[src/rtl/pipe_pkg.sv]
// Shared definitions for the valid/ready pipeline stage register and its control FSM.
// State encodings are fixed so debug taps and checkers can decode them directly.
package pipe_pkg;

  typedef enum logic [1:0] {
    ST_EMPTY = 2'd0,
    ST_BUSY  = 2'd1,
    ST_FULL  = 2'd2
  } pipe_state_e;

  // RISC-V "addi x0,x0,0", used to build NOP-shaped flush values.
  localparam logic [31:0] RV_NOP = 32'h0000_0013;

  function automatic logic [1:0] beats_held(input pipe_state_e s);
    case (s)
      ST_BUSY: beats_held = 2'd1;
      ST_FULL: beats_held = 2'd2;
      default: beats_held = 2'd0;
    endcase
  endfunction

endpackage

[src/rtl/pipe_skid_fsm.sv]
// Control path of the pipeline stage: occupancy state, accept/dequeue decode and
// load enables for the main and skid payload registers.
module pipe_skid_fsm
  import pipe_pkg::*;
#(
  parameter bit SKID = 1'b1
) (
  input  logic        clk,
  input  logic        rst_n,
  input  logic        stall_i,
  input  logic        flush_i,
  input  logic        in_valid_i,
  input  logic        out_ready_i,
  output logic        in_ready_o,
  output logic        out_valid_o,
  output logic        load_main_o,
  output logic        main_from_skid_o,
  output logic        load_skid_o,
  output logic        clear_o,
  output pipe_state_e state_o
);

  // Handshake: a beat moves across a port on a rising edge only when both valid
  // and ready are high in the preceding cycle; valid never waits on ready.

  pipe_state_e state_q, state_d;
  logic        rdy_q, rdy_d;
  logic        acc, deq;

  assign out_valid_o = (state_q != ST_EMPTY);
  assign state_o     = state_q;

  // rdy_q is low through reset, so in_ready rises only after the first edge.
  generate
    if (SKID) begin : g_ready_reg
      assign in_ready_o = rdy_q & ~stall_i;
    end else begin : g_ready_comb
      assign in_ready_o = rdy_q & (~out_valid_o | out_ready_i) & ~stall_i;
    end
  endgenerate

  // A beat offered during flush is dropped even when in_ready is high.
  assign acc = in_valid_i & in_ready_o & ~flush_i;
  assign deq = out_valid_o & out_ready_i & ~stall_i & ~flush_i;

  always_ff @(posedge clk or negedge rst_n) begin
    if (!rst_n) begin
      state_q <= ST_EMPTY;
      rdy_q   <= 1'b0;
    end else begin
      state_q <= state_d;
      rdy_q   <= rdy_d;
    end
  end

  always_comb begin
    state_d = state_q;
    if (flush_i) begin
      state_d = ST_EMPTY;
    end else if (!stall_i) begin
      case (state_q)
        ST_EMPTY: if (acc) state_d = ST_BUSY;
        ST_BUSY: begin
          if (acc && !deq)      state_d = SKID ? ST_FULL : ST_BUSY;
          else if (!acc && deq) state_d = ST_EMPTY;
        end
        ST_FULL:  if (deq) state_d = ST_BUSY;
        default:  state_d = ST_EMPTY;
      endcase
    end
    rdy_d = (state_d != ST_FULL);
  end

  always_comb begin
    load_main_o      = 1'b0;
    main_from_skid_o = 1'b0;
    load_skid_o      = 1'b0;
    clear_o          = flush_i;
    if (!flush_i && !stall_i) begin
      case (state_q)
        ST_EMPTY: load_main_o = acc;
        ST_BUSY: begin
          load_main_o = acc & deq;
          load_skid_o = acc & ~deq;
        end
        ST_FULL: begin
          load_main_o      = deq;
          main_from_skid_o = deq;
        end
        default: ;
      endcase
    end
  end

endmodule

[src/rtl/pipe_stage_skid.sv]
// Parametrised pipeline stage register with valid/ready handshake, optional
// two-entry skid buffer (registered in_ready), synchronous stall and flush.
module pipe_stage_skid
  import pipe_pkg::*;
#(
  parameter int                DATA_W    = 96,
  parameter logic [DATA_W-1:0] RST_VAL   = '0,
  parameter logic [DATA_W-1:0] FLUSH_VAL = '0,
  parameter bit                SKID      = 1'b1
) (
  input  logic              clk,
  input  logic              reset_n,
  input  logic              stall,
  input  logic              flush,
  input  logic              in_valid,
  output logic              in_ready,
  input  logic [DATA_W-1:0] in_data,
  output logic              out_valid,
  input  logic              out_ready,
  output logic [DATA_W-1:0] out_data,
  output pipe_state_e       dbg_state
);

  logic              load_main, main_from_skid, load_skid, clear;
  logic [DATA_W-1:0] main_q, main_d;
  logic [DATA_W-1:0] skid_q;

  pipe_skid_fsm #(
    .SKID (SKID)
  ) u_fsm (
    .clk              (clk),
    .rst_n            (reset_n),
    .stall_i          (stall),
    .flush_i          (flush),
    .in_valid_i       (in_valid),
    .out_ready_i      (out_ready),
    .in_ready_o       (in_ready),
    .out_valid_o      (out_valid),
    .load_main_o      (load_main),
    .main_from_skid_o (main_from_skid),
    .load_skid_o      (load_skid),
    .clear_o          (clear),
    .state_o          (dbg_state)
  );

  // main_q is not loaded on a plain dequeue, so an empty stage shows the last beat.
  always_comb begin
    main_d = main_q;
    if (clear)          main_d = FLUSH_VAL;
    else if (load_main) main_d = main_from_skid ? skid_q : in_data;
  end

  always_ff @(posedge clk or negedge reset_n) begin
    if (!reset_n) main_q <= RST_VAL;
    else          main_q <= main_d;
  end

  generate
    if (SKID) begin : g_skid
      logic [DATA_W-1:0] skid_d;

      always_comb begin
        skid_d = skid_q;
        if (clear)          skid_d = '0;
        else if (load_skid) skid_d = in_data;
      end

      always_ff @(posedge clk or negedge reset_n) begin
        if (!reset_n) skid_q <= '0;
        else          skid_q <= skid_d;
      end
    end else begin : g_no_skid
      assign skid_q = '0;
    end
  endgenerate

  assign out_data = main_q;

endmodule

[config.mk]
export PLATFORM = sky130hd
export DESIGN_NAME = pipe_stage_skid
export DESIGN_NICKNAME = d
export VERILOG_FILES = /design/src/rtl/pipe_pkg.sv /design/src/rtl/pipe_skid_fsm.sv /design/src/rtl/pipe_stage_skid.sv
export SDC_FILE = /design/constraint.sdc
export NUM_CORES = 1
export LEC_CHECK = 0
export ABC_CLOCK_PERIOD_IN_PS = 3060
export BUFFER_PORTS_ARGS = -buffer_cell sky130_fd_sc_hd__buf_2
export CELL_PAD_IN_SITES_DETAIL_PLACEMENT = 1
export CELL_PAD_IN_SITES_GLOBAL_PLACEMENT = 2
export CORE_ASPECT_RATIO = 1.4
export CORE_MARGIN = 2
export CORE_UTILIZATION = 38
export CTS_CLUSTER_SIZE = 28
export DETAILED_ROUTE_END_ITERATION = 8
export GPL_TIMING_DRIVEN = 0
export PLACE_DENSITY = 0.83
export SYNTH_ARGS = -nofsm -noshare
export SYNTH_HDL_FRONTEND = slang
export SYNTH_SLANG_ARGS = --single-unit
[constraint.sdc]
create_clock -name clk -period 3.06 [get_ports clk]
set_clock_uncertainty 0.05 [all_clocks]
set_input_delay 0.612 -clock clk [delete_from_list [all_inputs] [get_ports clk]]
set_output_delay 0.612 -clock clk [all_outputs]
set_load 0.005 [all_outputs]
==> summary.txt <==
Place
  • Port Buffers: 201
  • Placer congestion estimate: 0.764
  • HPWL Detailed: 18000 µm
  • Setup slack at placement: 0.251 ns
  • Cells after DPL: 1247
  • Placed Area: 10400 µm²

Final layout
  • Syn-to-layout area delta: 22.4%
  • Most common cell after layout, fill and taps aside: buf_2
  • Share of cells above drive strength 1: 35.7%
  • Fillers: 2560
  • Layout Nets: 1062
  • Final cell count without fillers: 1279
  • Most frequent cells in the layout: 220 x buf_2, 195 x dfrtp_1, 98 x nor2b_1
  • Final core utilization: 47.4%
  • Final instance area: 11000 µm²

Critical path
  • Reg2Reg Depth: 5
  • Worst-path fanout max: 10
  • Stages on worst setup path: 5
  • Buffer and inverter count on the worst path: 2
  • Crit path max-delay family: simple AND/OR/NAND/NOR gates
  • Cells along the critical path: or2_2, clkbuf_1, nor3_2, buf_2, a221o_1
  • Worst Setup Start Kind: register
  • Worst EP required: 3.39 ns
  • Setup CP Type: reg2reg
  • CP max stage delay: 0.84 ns
  • Critical Path Slowest Stage Cell: nor3_2
  • Critical Path AT: 2.89 ns
  • Kind of end point of the critical path: register

Die
  • IO Pins: 202
  • Die height: 186 µm
  • Die X: 134 µm
  • FP Rows: 66
  • Initial core utilization: 38.7%
  • Core footprint: 23200 µm²
  • Die ar.: 24900 µm²

Pwr
  • Power Dens Cells: 496 nW/µm²
  • Pint: 0.00410 W
  • Peak VDD IR: 0.406 mV
  • Sequential cell fraction of total power: 49.0%
  • Sw Share: 24.8%
  • Part of the power in combinational logic: 8.5%
  • P_sw: 0.00136 W
  • Static leakage: 5.60 nW
  • Clock power frac: 42.5%

Global routing
  • GRT busiest layer: met2
  • Met3 GRT Util: 5.31%
  • GR met1 Demand/Resource: 27.5%
  • Largest net degree at the start of global routing: 106
  • Initial antenna violation count: 4
  • Total GRT Usage: 22.0%
  • GR met2 Demand/Resource: 37.1%
  • Vias in the first global route: 7395
  • GR Overflow Total: 0
  • Global-route wire length before repair: 42000 µm

Synth
  • Post-Syn Area: 8990 µm²
  • Seq/Total Area, Yosys: 54.3%
  • Main flop type after synthesis: dfrtp_1
  • Mapped Avg Cell Area: 12.2 µm²
  • FFs w/ async S/R, synth: 100%
  • Yosys top cell by area: dfrtp_1
  • Syn Nets: 841
  • EDFF count, synth: 0
  • Synth area leaders: dfrtp_1 54%, mux2_2 9.9%, a221o_1 7.1%, nor2b_1 6.8%, and2_1 4.5%
  • Ys Warns: 0
  • #FFs+latches synth: 195
  • Cells after Synth: 739
  • Post-synth top area share: 54.3%
  • Post-synth cell types: 32

Clock network
  • CTS sink cnt: 195
  • TritonCTS clock tree: built
  • Hold_buf cts: 0
  • Clk buf depth: 2
  • Clk Latency, worst-skew pair: 0.44 ns
  • Post-CTS Setup Bufs: 0
  • Cts bufs inserted: 17
  • H-tree level count: 4
  • CTS clk-pin slew, worst paths: 0.08 ns
  • Root Buffer: clkbuf_16
  • Resized cells post-CTS: 0

STA
  • Least-Margin Pin Slew: 1.08 ns
  • Final worst path period need: 2.57 ns
  • Hold Slack: 0.181 ns
  • Slew margin rel.: 27.7%
  • Final setup fails: 0
  • Final Hold Viols: 0
  • RSZ-0062 raised after global routing: no
  • Final slew viol count: 0
  • Period utilisation layout: 83.9%
  • Fmax achieved: 0.389 GHz
  • Fin worst setup slack: 0.492 ns

Routing
  • Final wirelength: 26600 µm
  • WL/cell: 20.8 µm
  • Initial drt markers: 339
  • DR vias/cell: 5.38
  • Vias: 6880
  • DRT Pass-1 Iters: 4
  • DRC Markers: 0
  • Routed Antenna Nets: 0

Run
  • Max-Cap Viols: 0

Outcome
  • Status: complete, no violations

Worst hold path
  • Hold Crit Class: in2async
[stage by stage]
stage	power (W)	TNS (ns)
floorplan	0.00291	0
global placement	0.00318	-420.01
detailed placement	0.00320	0
CTS	0.00552	0
global route	0.00565	0
finish	0.00546	0
[path summary, 6_finish.rpt]
path | start | endpoint | slack, ns
setup reg to reg | u_fsm.state_o[1]$_DFF_PN0_ | out_data[19]$_DFFE_PN0P_ | 0.49
min in group clk | in_data[79] | skid_q[79]$_DFFE_PN0P_ | 0.35
hold reg to reg | out_data[84]$_DFFE_PN0P_ | out_data[84]$_DFFE_PN0P_ | 0.46
hold / removal | reset_n | out_data[25]$_DFFE_PN0P_ | 0.18
max in group asynchronous | reset_n | out_data[76]$_DFFE_PN0P_ | 1.81
setup / recovery | u_fsm.state_o[1]$_DFF_PN0_ | out_data[19]$_DFFE_PN0P_ | 0.49
[routing by layer]
| metal | vias to the layer above | share of wire, % |
|---|---|---|
| li1 | 3165 | - |
| met1 | 3514 | 42 |
| met2 | 165 | 51 |
| met3 | 32 | 4.6 |
| met4 | 4 | 2.2 |
| met5 | - | 0.11 |
[state kept, by name (all words and copies together), names as in the netlist]
name and flops:
out_data 96, skid_q 96, u_fsm.rdy_q 1, u_fsm.state_o 2
[cells by family (layout without fill, tap and decap cells)]
logic type	after synthesis	in the layout	synth area share, %
simple gates	241	241	16.2
flops	195	195	54.3
compound gates	135	135	13.6
mux	96	96	12.0
buf+inv	72	304	3.92
other cells	0	2	0
[cell type report]
type,instances,area [µm²],area share (%)
clock buffer,18,429,3.90
buffer,72,353,3.21
timing repair buffer,202,1040,9.48
antenna,2,5.00,0.0455
tap,306,383,3.48
clock inverter,12,155,1.41
multi-input combinational,472,3760,34.1
sequential,195,4880,44.3
[synth_stat cells, types with 2 or more instances]
library cell,number
dfrtp_1,195
nor2b_1,98
mux2_2,79
and2_1,65
a221o_1,64
clkbuf_1,41
nor2_1,33
a311oi_1,32
nand4_1,32
o31ai_1,32
buf_2,20
mux2_1,17
buf_6,6
buf_4,3
a21oi_1,2
nand2b_1,2
nand3b_1,2
or2_2,2
[power groups by stage]
| stage | clock (W) | sequential, W | combinational [W] |
|---|---|---|---|
| floorplan | 0 | 0.00273 | 0.000180 |
| global placement | 0 | 0.00273 | 0.000457 |
| detailed placement | 0 | 0.00273 | 0.000470 |
| CTS | 0.00237 | 0.00268 | 0.000473 |
| global route | 0.00246 | 0.00268 | 0.000510 |
| finish | 0.00232 | 0.00268 | 0.000464 |
No activity file was read; power rests on OpenSTA's default activity.
